`src/rtl/instr_mem_loader.sv`:
```
// Instruction memory loader: streams host bytes into 16-bit instruction
// words, writes them to instruction memory and holds the CPU until done.
//
// Parameters:
//   ADDR_W     instruction memory address width (depth 2**ADDR_W words)
// Ports:
//   clock      single clock, rising edge
//   reset      asynchronous active-high reset
//   start      one-cycle pulse, begins a new load from IDLE or DONE
//   in_data    program byte from host (high byte first, then low byte)
//   in_valid   in_data holds a valid byte
//   in_ready   loader accepts a byte this cycle (state-only, no in_valid path)
//   mem_we     instruction memory write strobe (WRITE state only)
//   mem_addr   instruction memory write address
//   mem_wdata  last assembled instruction word
//   cpu_hold   stalls fetch/decode and PC until a load completes
//   done       a full load has completed
//   cksum_err  trailing checksum mismatch, meaningful while done=1
// Build option:
//   LOADER_CHECKSUM_EN  adds a trailing checksum byte (CKSUM state) and a
//                       modulo-256 sum over all accepted bytes; when
//                       undefined, cksum_err is tied to 0.

module instr_mem_loader #(
  parameter int ADDR_W = 3
) (
  input  logic              clock,
  input  logic              reset,
  input  logic              start,
  input  logic [7:0]        in_data,
  input  logic              in_valid,
  output logic              in_ready,
  output logic              mem_we,
  output logic [ADDR_W-1:0] mem_addr,
  output logic [15:0]       mem_wdata,
  output logic              cpu_hold,
  output logic              done,
  output logic              cksum_err
);

`ifdef LOADER_CHECKSUM_EN
  typedef enum logic [2:0] {
    S_IDLE  = 3'd0,
    S_HIGH  = 3'd1,
    S_LOW   = 3'd2,
    S_WRITE = 3'd3,
    S_CKSUM = 3'd4,
    S_DONE  = 3'd5
  } state_t;
`else
  typedef enum logic [2:0] {
    S_IDLE  = 3'd0,
    S_HIGH  = 3'd1,
    S_LOW   = 3'd2,
    S_WRITE = 3'd3,
    S_DONE  = 3'd5
  } state_t;
`endif

  localparam logic [ADDR_W-1:0] LAST_ADDR = '1;

  state_t            r_state;
  state_t            w_next;

  logic [ADDR_W-1:0] r_addr;
  logic [7:0]        r_hi;
  logic [15:0]       r_wdata;

  logic              w_ready;
  logic              w_xfer;
  logic              w_start_ok;
  logic              w_last;

  // Handshake and control qualifiers
  assign w_xfer     = in_valid & w_ready;
  assign w_last     = (r_addr == LAST_ADDR);
  assign w_start_ok = start &
                      ((r_state == S_IDLE) |
                       (r_state == S_DONE));

  // State register
  always_ff @(posedge clock or posedge reset) begin
    if (reset) begin
      r_state <= S_IDLE;
    end else begin
      r_state <= w_next;
    end
  end

  // Next-state logic
  always_comb begin
    w_next = r_state;
    unique case (r_state)
      S_IDLE: begin
        if (start) w_next = S_HIGH;
      end
      S_HIGH: begin
        if (w_xfer) w_next = S_LOW;
      end
      S_LOW: begin
        if (w_xfer) w_next = S_WRITE;
      end
      S_WRITE: begin
        if (!w_last) begin
          w_next = S_HIGH;
        end else begin
`ifdef LOADER_CHECKSUM_EN
          w_next = S_CKSUM;
`else
          w_next = S_DONE;
`endif
        end
      end
`ifdef LOADER_CHECKSUM_EN
      S_CKSUM: begin
        if (w_xfer) w_next = S_DONE;
      end
`endif
      S_DONE: begin
        if (start) w_next = S_HIGH;
      end
      default: begin
        w_next = S_IDLE;
      end
    endcase
  end

  // Output decode: purely from state so in_ready never sees in_valid
  always_comb begin
    w_ready  = 1'b0;
    mem_we   = 1'b0;
    cpu_hold = 1'b1;
    done     = 1'b0;
    unique case (r_state)
      S_HIGH:  w_ready = 1'b1;
      S_LOW:   w_ready = 1'b1;
`ifdef LOADER_CHECKSUM_EN
      S_CKSUM: w_ready = 1'b1;
`endif
      S_WRITE: mem_we = 1'b1;
      S_DONE: begin
        cpu_hold = 1'b0;
        done     = 1'b1;
      end
      default: begin
        w_ready = 1'b0;
      end
    endcase
  end

  assign in_ready  = w_ready;
  assign mem_addr  = r_addr;
  assign mem_wdata = r_wdata;

  // Address counter: cleared on start, advanced after each
  // non-final write; saturates at the last word within a load.
  always_ff @(posedge clock or posedge reset) begin
    if (reset) begin
      r_addr <= '0;
    end else if (w_start_ok) begin
      r_addr <= '0;
    end else if (r_state == S_WRITE && !w_last) begin
      r_addr <= r_addr + 1'b1;
    end
  end

  // Word assembly: high byte staged, word published on low byte
  // so mem_wdata keeps the last complete word outside WRITE.
  always_ff @(posedge clock or posedge reset) begin
    if (reset) begin
      r_hi    <= '0;
      r_wdata <= '0;
    end else begin
      if (r_state == S_HIGH && w_xfer) begin
        r_hi <= in_data;
      end
      if (r_state == S_LOW && w_xfer) begin
        r_wdata <= {r_hi, in_data};
      end
    end
  end

`ifdef LOADER_CHECKSUM_EN
  logic [7:0] r_sum;
  logic       r_cksum_err;
  logic [7:0] w_sum_next;

  assign w_sum_next = r_sum + in_data;

  // Modulo-256 sum of every accepted byte; the trailing byte
  // makes a well-formed image sum to zero.
  always_ff @(posedge clock or posedge reset) begin
    if (reset) begin
      r_sum       <= '0;
      r_cksum_err <= 1'b0;
    end else if (w_start_ok) begin
      r_sum       <= '0;
      r_cksum_err <= 1'b0;
    end else if (w_xfer) begin
      r_sum <= w_sum_next;
      if (r_state == S_CKSUM) begin
        r_cksum_err <= (w_sum_next != 8'h00);
      end
    end
  end

  assign cksum_err = r_cksum_err;
`else
  assign cksum_err = 1'b0;
`endif

endmodule

```
`config.mk`:
```
export PLATFORM = sky130hd
export DESIGN_NAME = instr_mem_loader
export DESIGN_NICKNAME = d
export VERILOG_FILES = /design/src/rtl/instr_mem_loader.sv
export SDC_FILE = /design/constraint.sdc
export NUM_CORES = 1
export LEC_CHECK = 0
export CAP_MARGIN = 0
export CORE_UTILIZATION = 43
export DETAILED_ROUTE_END_ITERATION = 6
export PLACE_DENSITY = 0.8
export SYNTH_ARGS = -nofsm -noshare
export SYNTH_HDL_FRONTEND = slang
export SYNTH_SLANG_ARGS = --single-unit
```
`constraint.sdc`:
```
create_clock -name clock -period 1.58 [get_ports clock]
set_clock_uncertainty 0.05 [all_clocks]
set_input_delay 0.237 -clock clock [delete_from_list [all_inputs] [get_ports clock]]
set_output_delay 0.237 -clock clock [all_outputs]
set_load 0.01 [all_outputs]
```
* Yosys cells after proc, flatten, opt, wreduce, memory -nomap -nowiden
Cells that the tools add are included.
** Storage, ports and cells
- Register bits after elaboration :: 30
- Bits in latches :: 0
- Memory bits (writable) :: 0
- Bits in read-only memories :: 0
- Bits of input ports :: 12
- Output and inout bits :: 24
- Logic and storage cells :: 36
- Memories :: 0
** Cells by class
- Add/subtract/negate cells :: 1
- Multiply operators :: 0
- Div/mod/pow operators :: 0
- $lt $le $gt $ge :: 0
- Equal/unequal tests :: 8
- Shifts and indexed selects :: 0
- Muxes and demuxes :: 11
- Bitwise gates (word level) :: 3
- Reductions and logical operators :: 9
** Operators by type and width (count)
- 3-bit 2-to-1 mux :: 6
- 3-bit one-hot mux with 4 select lines :: 1
- 3-bit by 2-bit equality test with 1-bit output (second input constant) :: 2
- 3-bit equality test (second input constant) :: 2
- 1-bit 2-to-1 mux :: 4
- 2-bit inequality test (second input constant) :: 2
- 2-bit OR reduction :: 2
- 3-bit by 1-bit adder with 3-bit output (second input constant) :: 1
- 3-bit by 1-bit equality test with 1-bit output (second input constant) :: 1
- 1-bit logical AND :: 3
- 3-bit zero test :: 1
- 3-bit AND reduction :: 1
- 1-bit AND :: 2
- 2-bit by 1-bit inequality test with 1-bit output (second input constant) :: 1
- 2-bit nonzero test :: 1
- 1-bit zero test :: 1
- 1-bit OR :: 1

* Logic depth before layout (Yosys ltp)
Gate-level depths: netlist of run 1.
- Depth after elaboration :: 6
- Gate-level depth with buffers :: 5

* Worst setup path before layout of run 1
No wires, ideal clock.
- Path type :: register to register
- From :: register r_addr[0], in the netlist mem_addr[0]
- To :: register r_addr[1], in the netlist mem_addr[1]
- Arrival time :: 1372 ps
- Data required time :: 1398 ps
- Slack :: 26 ps
- Stages on the path, launching flop included :: 6
- Path buffers :: 0
- Cells stage by stage :: dfrtp_1 -> ha_1 -> ha_1 -> and4bb_4 -> mux2i_1 -> nor2_1
** Between the ends
- Longest elaborated chain between the ends :: 4
- Elaborated cells on any way between the ends :: 7
- Those cells by class :: 1 x add/sub; 1 x eq/ne; 2 x mux; 3 x reduce/logical
** Ends and longest elaborated chain
- start: declaration :: RTL line 65 : logic [ADDR_W-1:0] r_addr;
- start signal: assignment :: RTL line 163 : r_addr <= r_addr + 1'b1;
- branches (longest 4 deep; another with 3-bit by 1-bit adder with 3-bit output)
Several ways; the timed one is not identified. The select of a mux whose other input is x is not followed.
A chain may end at the register's enable or synchronous reset.

* Worst setup path in the final report of run 1
- From :: register r_state[0]
- To :: output port in_ready
** Between the ends
- Longest elaborated chain between the ends :: 3
- Elaborated cells on any way between the ends :: 4
- Those cells by class :: 2 x eq/ne; 1 x mux; 1 x reduce/logical
** Ends and longest elaborated chain
- start: declaration :: RTL line 62 : state_t r_state;
- start signal: assignment :: RTL line 86 : r_state <= w_next;
- 3-bit by 1-bit equality test with 1-bit output or 3-bit by 2-bit equality test with 1-bit output (tied branches) :: RTL line 134 : unique case (r_state)
- 2-bit OR reduction (no line) (*)
- 1-bit 2-to-1 mux (*) :: RTL line 134
- end: declaration :: RTL line 32 : output logic in_ready,
Every way passes the cells marked *; elsewhere a longest branch is shown, timed or not.

==> results.md, run 1 <==
* Number of synthesized register bits at 30
* DP Area at roughly 1800 µm²
* Row cnt at 20
* Fraction of layout cells with a size suffix above 1 at 0.422
* Failing checks: negative setup slack
* Max-slew violation count at 0
* Worst reg-to-reg path cell count at 6
* Vias at 930
* Final Wtd Congestion at roughly 0.7
* Clk buf depth at 2
* FFs w/ async S/R, synth at 1.00
* Max Cap Viol at 0
* Die Y at ~59 µm
* RR Endpoint: mem_wdata[9]
* CP required at ~1.3 ns
* Synth warn at 0
* Via density at ~4.9
* CTS tree: done
* Status: finished, violations left
* Syn nets at about 110
* Total power at around 0.0038 W
* Cell count after synthesis at between 90 and 100
* Hold buffer count at cts at 0
* Floorplan core area at 3050 µm²
* Final setup fails at 7
* Reg2Reg Setup Slack at -0.01 ns
* Avg Inst Size Synth at about 15 µm²
* First-pass GRT wire length at 4500 µm
* Clock network latency to the later pin of the worst-skew pair at between 0.3 and 0.4 ns
* Largest family of logic cells by synthesized area: multiplexers
* CTS H-tree lvls at 2
* Multi-input logic area at about 580 µm²
* Worst ir drop on vdd at 1.00 mV
* Worst setup margin at -0.0430 ns
* GRT Total Usage at 0.180
* Worst Setup End Kind: output pin
* Netlist cell types at 29
* Hold WS at 0.228 ns
* WL per Instance at about 15 µm
* CTS Sinks at 30
* Port bufs at 34
* Clk slew on worst S/H paths at approximately 0.1 ns
* Clock root buffer: clkbuf_4
* Max frequency at slightly above 600 MHz
* Global route overflow at 0
* Antenna fix cells at 0
* Starting DRT DRC Count at 7
* Top cells by area, synth: dfrtp_1 55%, mux2_2 11%, mux2_4 11%, ha_1 1.8%, buf_6 1.6%
* Synth Area in Adders at 0.0182
* Seq/Total Area, Yosys at 0.546
* Filler Cells Inserted at between 200 and 300
* Layout Cells excl Fill at ~190
* Unrepaired setup endpoints after global routing: yes
* Area growth syn-to-layout at 44.3%
* Largest net degree at the start of global routing at 31
* Initial antenna violation count at 0
* Synth Area in Simple Gates at 0.110
* Xor/xnor share of the synthesized area at 0.0128
* Post-synth top area cell: dfrtp_1
* Die X at 58.5 µm
* Fin util at 0.649
* Worst path arrival time at about 1.3 ns
* Crit start category: register
* Post-synth EDFFs at 0
* Dpl cells at 176
* Die area at ~3400 µm²
* Final min period at roughly 1.6 ns
* Compound-Gate Fraction of Synth Area at 0.0200
* Top FF cell, synth: dfrtp_1
* Fin area at roughly 2000 µm²
* Final Cycle Share at 1.03
* Routed Wire Length at between 2000 and 3000 µm
* TritonCTS buffer count at 5
* Initial Utilization at 0.450
* Pleak at ~0.97 nW
* # DRC at 0
* TritonRoute pass-1 iters at 2
* Register area at ~750 µm²
* PD cells at ~1900 nW/µm²
* Vias in the first global route at slightly below 1,000
* Post-DRT Antenna Nets at 0
* Hold/Removal Path Class: in2async
* Yosys top cell area share at 0.546
* Critical path class: reg2out
* FF-to-FF Start: r_state[0]
* Multiplexer share of the synthesized area at 0.239
* Final hold viol count at 0
* Final nets at 160
* Mapped Area at 1370 µm²
* Top-Level Pins at 36
* Critical path peak fanout at 3
* HPWL after DPL at approximately 1900 µm
[metrics by stage]
stage          TNS (ns)  setup WS (ns)
6_report        -0.0608        -0.0430
2_1_floorplan         0         0.0262
5_1_grt          -0.926         -0.132
3_5_place_dp      -1.57        -0.0904
3_3_place_gp      -1.05        -0.0676
4_1_cts         -0.0341        -0.0341
[timing repair]
item | 4_1_cts | 5_1_grt
pin swaps | 3 | 1
buffers inserted | 6 | 1
resized for setup | 20 | 13
gates cloned | 0 | 1
setup endpoints to repair | 6 | 26
[cell usage in the layout (no fill, tap or decap), types with 2 or more instances in the layout]
cell	count
a21oi_1	2
dfrtp_1	30
clkdlybuf4s50_1	24
buf_4	10
inv_1	2
nor2_1	4
clkbuf_4	5
mux2i_1	2
mux2_2	12
buf_6	5
ha_2	2
clkinv_2	2
dlymetal6s2s_1	5
nand2_1	4
mux2_4	12
buf_2	2
[synth_stat cells (2+ instances only)]
cell type   n
nor3b_1     2
buf_6       2
nand2_1     4
mux2_2     14
dfrtp_1    30
inv_1       2
nor2_1      4
mux2i_1     2
a21oi_1     3
ha_1        2
mux2_4     10
buf_4       2
[kinds of logic after synthesis]
logic type | count (synthesis)
AOI/OAI and AO/OA | 5
xor gates and xnor gates | 2
adders and majority gates | 2
buffers and inverters | 8
DFF | 30
muxes | 26
other | 1
and+or+nand+nor | 20
[critical path: stages, from the launching register on]
cell	delay [ns]
dfrtp_1	0.41
buf_6	0.11
or2b_1	0.23
a21oi_2	0.12
buf_2	0.14
[area by class of cell]
class                           count  area share
Timing Repair Buffer               51       0.259
Tap cell                           44      0.0278
Inverter                            2     0.00379
Sequential cell                    30       0.379
Clock inverter                      3      0.0202
Clock buffer                        5      0.0189
Multi-Input combinational cell     56       0.291
[how the worst max path moves through the flow]
stage / from / to / slack, ns / cells after the start
after floorplan: mem_addr[0] / mem_addr[1] / 0.03 / 5
after global placement: in_valid / r_hi[0] / -0.07 / 4
after detailed placement: in_valid / mem_wdata[6] / -0.09 / 5
after CTS: r_state[0] / in_ready / -0.03 / 4
after global routing: r_state[0] / in_ready / -0.13 / 4
final: r_state[0] / in_ready / -0.04 / 4
[flip-flops by register name, indices dropped and copies added (netlist names)]
register   count
mem_wdata     16
r_hi           8
mem_addr       3
r_state        3
[power by group]
part / total (W) / internal [W] / switching, W
Sequential: 0.00135 / 0.00113 / 0.000218
Combinational: 0.00183 / 0.00118 / 0.000646
Clock: 0.000596 / 0.000328 / 0.000268
Total: 0.00377 / 0.00264 / 0.00113
[per-layer routing]
metal,vias up,track usage,routed length [µm]
met4,0,0.0612,24
met3,5,0.0659,169
met2,34,0.309,1480
met1,466,0.208,1110
met5,-,0,0
li1,425,-,-
Power figures use the tool's default switching activity.
==> inputs of run 2 (changes only) <==
--- a/config.mk
+++ b/config.mk
@@ -9,6 +9,7 @@
 export CORE_UTILIZATION = 43
 export DETAILED_ROUTE_END_ITERATION = 6
 export PLACE_DENSITY = 0.8
+export SETUP_SLACK_MARGIN = 0.2
 export SYNTH_ARGS = -nofsm -noshare
 export SYNTH_HDL_FRONTEND = slang
 export SYNTH_SLANG_ARGS = --single-unit
==> run 2 against run 1 <==
- the run still ends with negative setup slack left
- clock power fell by 21%
- hold slack barely moved
- critical path type is now reg2reg
- sequential cell count did not move
- critical path depth rose by 1
- largest cell class unchanged
- first-iteration DRC count rose by 130%
- utilization fell by 0.66 points
==> results.md, run 2 (synthesized netlist as in run 1, its figures left out) <==
* Final nets at 158
* Worst Setup End Kind: register
* Largest net degree at the start of global routing at 31
* Top-Level Pins at 36
* Floorplan core area at roughly 3100 µm²
* Antenna fix cells at 0
* Worst path arrival time at around 1.8 ns
* Initial antenna violation count at 0
* Post-DRT Antenna Nets at 0
* Hold WS at 0.228 ns
* Global route overflow at 0
* Max reg flops at 16
* Failing checks: negative setup slack
* Most frequent cells in the layout: 29 x dfrtp_1, 16 x mux2_4, 16 x dlygate4sd2_1, 11 x clkdlybuf4s50_1, 8 x mux2_2
* Initial Utilization at 0.450
* Multi-input logic area at slightly above 600 µm²
* CTS tree: done
* Clock network latency to the later pin of the worst-skew pair at 0.32 ns
* First-pass GRT wire length at about 4500 µm
* Clk buf depth at 2
* Via density at around 4.7
* Critical path class: reg2reg
* FF-to-FF Start: r_state[1]
* Top Family by Delay on Critical Path: buffers and inverters
* Total power at around 0.0036 W
* Final hold viol count at 0
* Filler Cells Inserted at between 200 and 300
* Register area at ~750 µm²
* Status: finished, violations left
* Worst reg-to-reg path cell count at 5
* Fin area at around 2000 µm²
* Final min period at about 1.6 ns
* Fraction of layout cells with a size suffix above 1 at 0.434
* Max-slew violation count at 0
* DP Area at ~1800 µm²
* GRT Total Usage at 0.180
* Final Wtd Congestion at approximately 0.71
* PD cells at 1830 nW/µm²
* Clock root buffer: clkbuf_4
* Crit start category: register
* CP required at 1.73 ns
* Hold/Removal Path Class: in2async
* Max Cap Viol at 0
* Routed Wire Length at ~2600 µm
* RR Endpoint: r_hi[1]
* TritonCTS buffer count at 5
* Max incr delay on CP at roughly 0.40 ns
* Layout Cells excl Fill at between 150 and 200
* # DRC at 0
* WL per Instance at ~14 µm
* Hold buffer count at cts at 0
* Vias at approximately 900
* CTS H-tree lvls at 2
* Clk slew on worst S/H paths at 0.10 ns
* Reg2Reg Setup Slack at -0.04 ns
* Dpl cells at ~170
* Worst ir drop on vdd at 0.865 mV
* Die X at slightly below 60 µm
* CP bufs+invs at 3
* CTS Sinks at 30
* Worst setup margin at -0.0369 ns
* Vias in the first global route at 980
* Row cnt at 20
* Pleak at 0.932 nW
* Final Cycle Share at 1.02
* Critical path peak fanout at 9
* Starting DRT DRC Count at 16
* TritonRoute pass-1 iters at 4
* Final setup fails at 10
* CP max stage cell: dfrtp_1
* Area growth syn-to-layout at 42.8%
* Die area at 3430 µm²
* HPWL after DPL at 1730 µm
* Die Y at 58.5 µm
* CP Cell Sequence: buf_4 > buf_6 > and4bb_1 > buf_12 > mux2_2
* Port bufs at 34
* Most common cell after layout, fill and taps aside: dfrtp_1
* Max frequency at roughly 620 MHz
* Unrepaired setup endpoints after global routing: yes
## run 2: changes by cell type in the layout (fill, tap and decap cells not counted), moves of 2 or more
cell	delta
buf_4	-3
mux2_4	+4
clkdlybuf4s50_1	-13
dlygate4sd2_1	+15
mux2_2	-4
buf_2	+2
dlymetal6s2s_1	-5
## run 2: power breakdown
group	total, W	switching (W)	internal, W
logic	0.00178	0.000664	0.00112
clock network	0.000470	0.000255	0.000215
registers	0.00134	0.000207	0.00113
## run 2: final cells by class
type / count / share of cell area
well taps: 44 / 0.0281
clock buffers: 7 / 0.0281
multi-input cells: 56 / 0.313
repair buffers: 49 / 0.241
clock inverters: 1 / 0.00255
inverters: 2 / 0.00383
flip-flops and latches: 30 / 0.383
## run 2: per-layer routing
layer  routed length, µm  GRT usage  share of wire
met2                1290      0.304           0.50
met5                   0          0              0
met1                1130      0.210           0.43
met4                   0     0.0510              0
met3                 183     0.0769          0.070
## run 2: metrics by stage
step / TNS [ns] / setup WS (ns) / utilization
6_report: -0.284 / -0.0369 / 0.643
4_1_cts: -0.415 / -0.0586 / 0.639
2_1_floorplan: 0 / 0.105 / -
3_3_place_gp: -1.98 / -0.102 / 0.589
5_1_grt: -0.930 / -0.136 / 0.643
3_5_place_dp: -2.56 / -0.141 / 0.589
## run 2: what timing repair did
item / CTS / global route
pin swaps: 5 / 1
setup buffers: 5 / 1
gates cloned: 1 / 0
endpoints found under the setup margin: 50 / 34
resized for setup: 54 / 7
## run 2: worst reg2reg max path, stage by stage, from the launching register on
cell and delay (ns):
dfrtp_1 0.40, buf_4 0.16, buf_6 0.13, and4bb_1 0.30, buf_12 0.14, mux2_2 0.33
## run 2: worst max-delay path by stage
stage | start | endpoint | cells after the start
global placement | in_valid | mem_wdata[4] | 5
finish | r_state[1] | r_hi[1] | 5
CTS | r_state[1] | in_ready | 4
floorplan | mem_addr[0] | mem_addr[1] | 5
global route | r_state[1] | in_ready | 4
detailed placement | in_valid | mem_wdata[9] | 5
==> inputs of run 3 (changes only) <==
--- a/config.mk
+++ b/config.mk
@@ -7,6 +7,7 @@
 export LEC_CHECK = 0
 export CAP_MARGIN = 0
 export CORE_UTILIZATION = 43
+export CTS_CLUSTER_DIAMETER = 50
 export DETAILED_ROUTE_END_ITERATION = 6
 export PLACE_DENSITY = 0.8
 export SETUP_SLACK_MARGIN = 0.2
==> results of run 3 <==
Same layout as run 2: the final DEF is identical, and so are final timing and power.
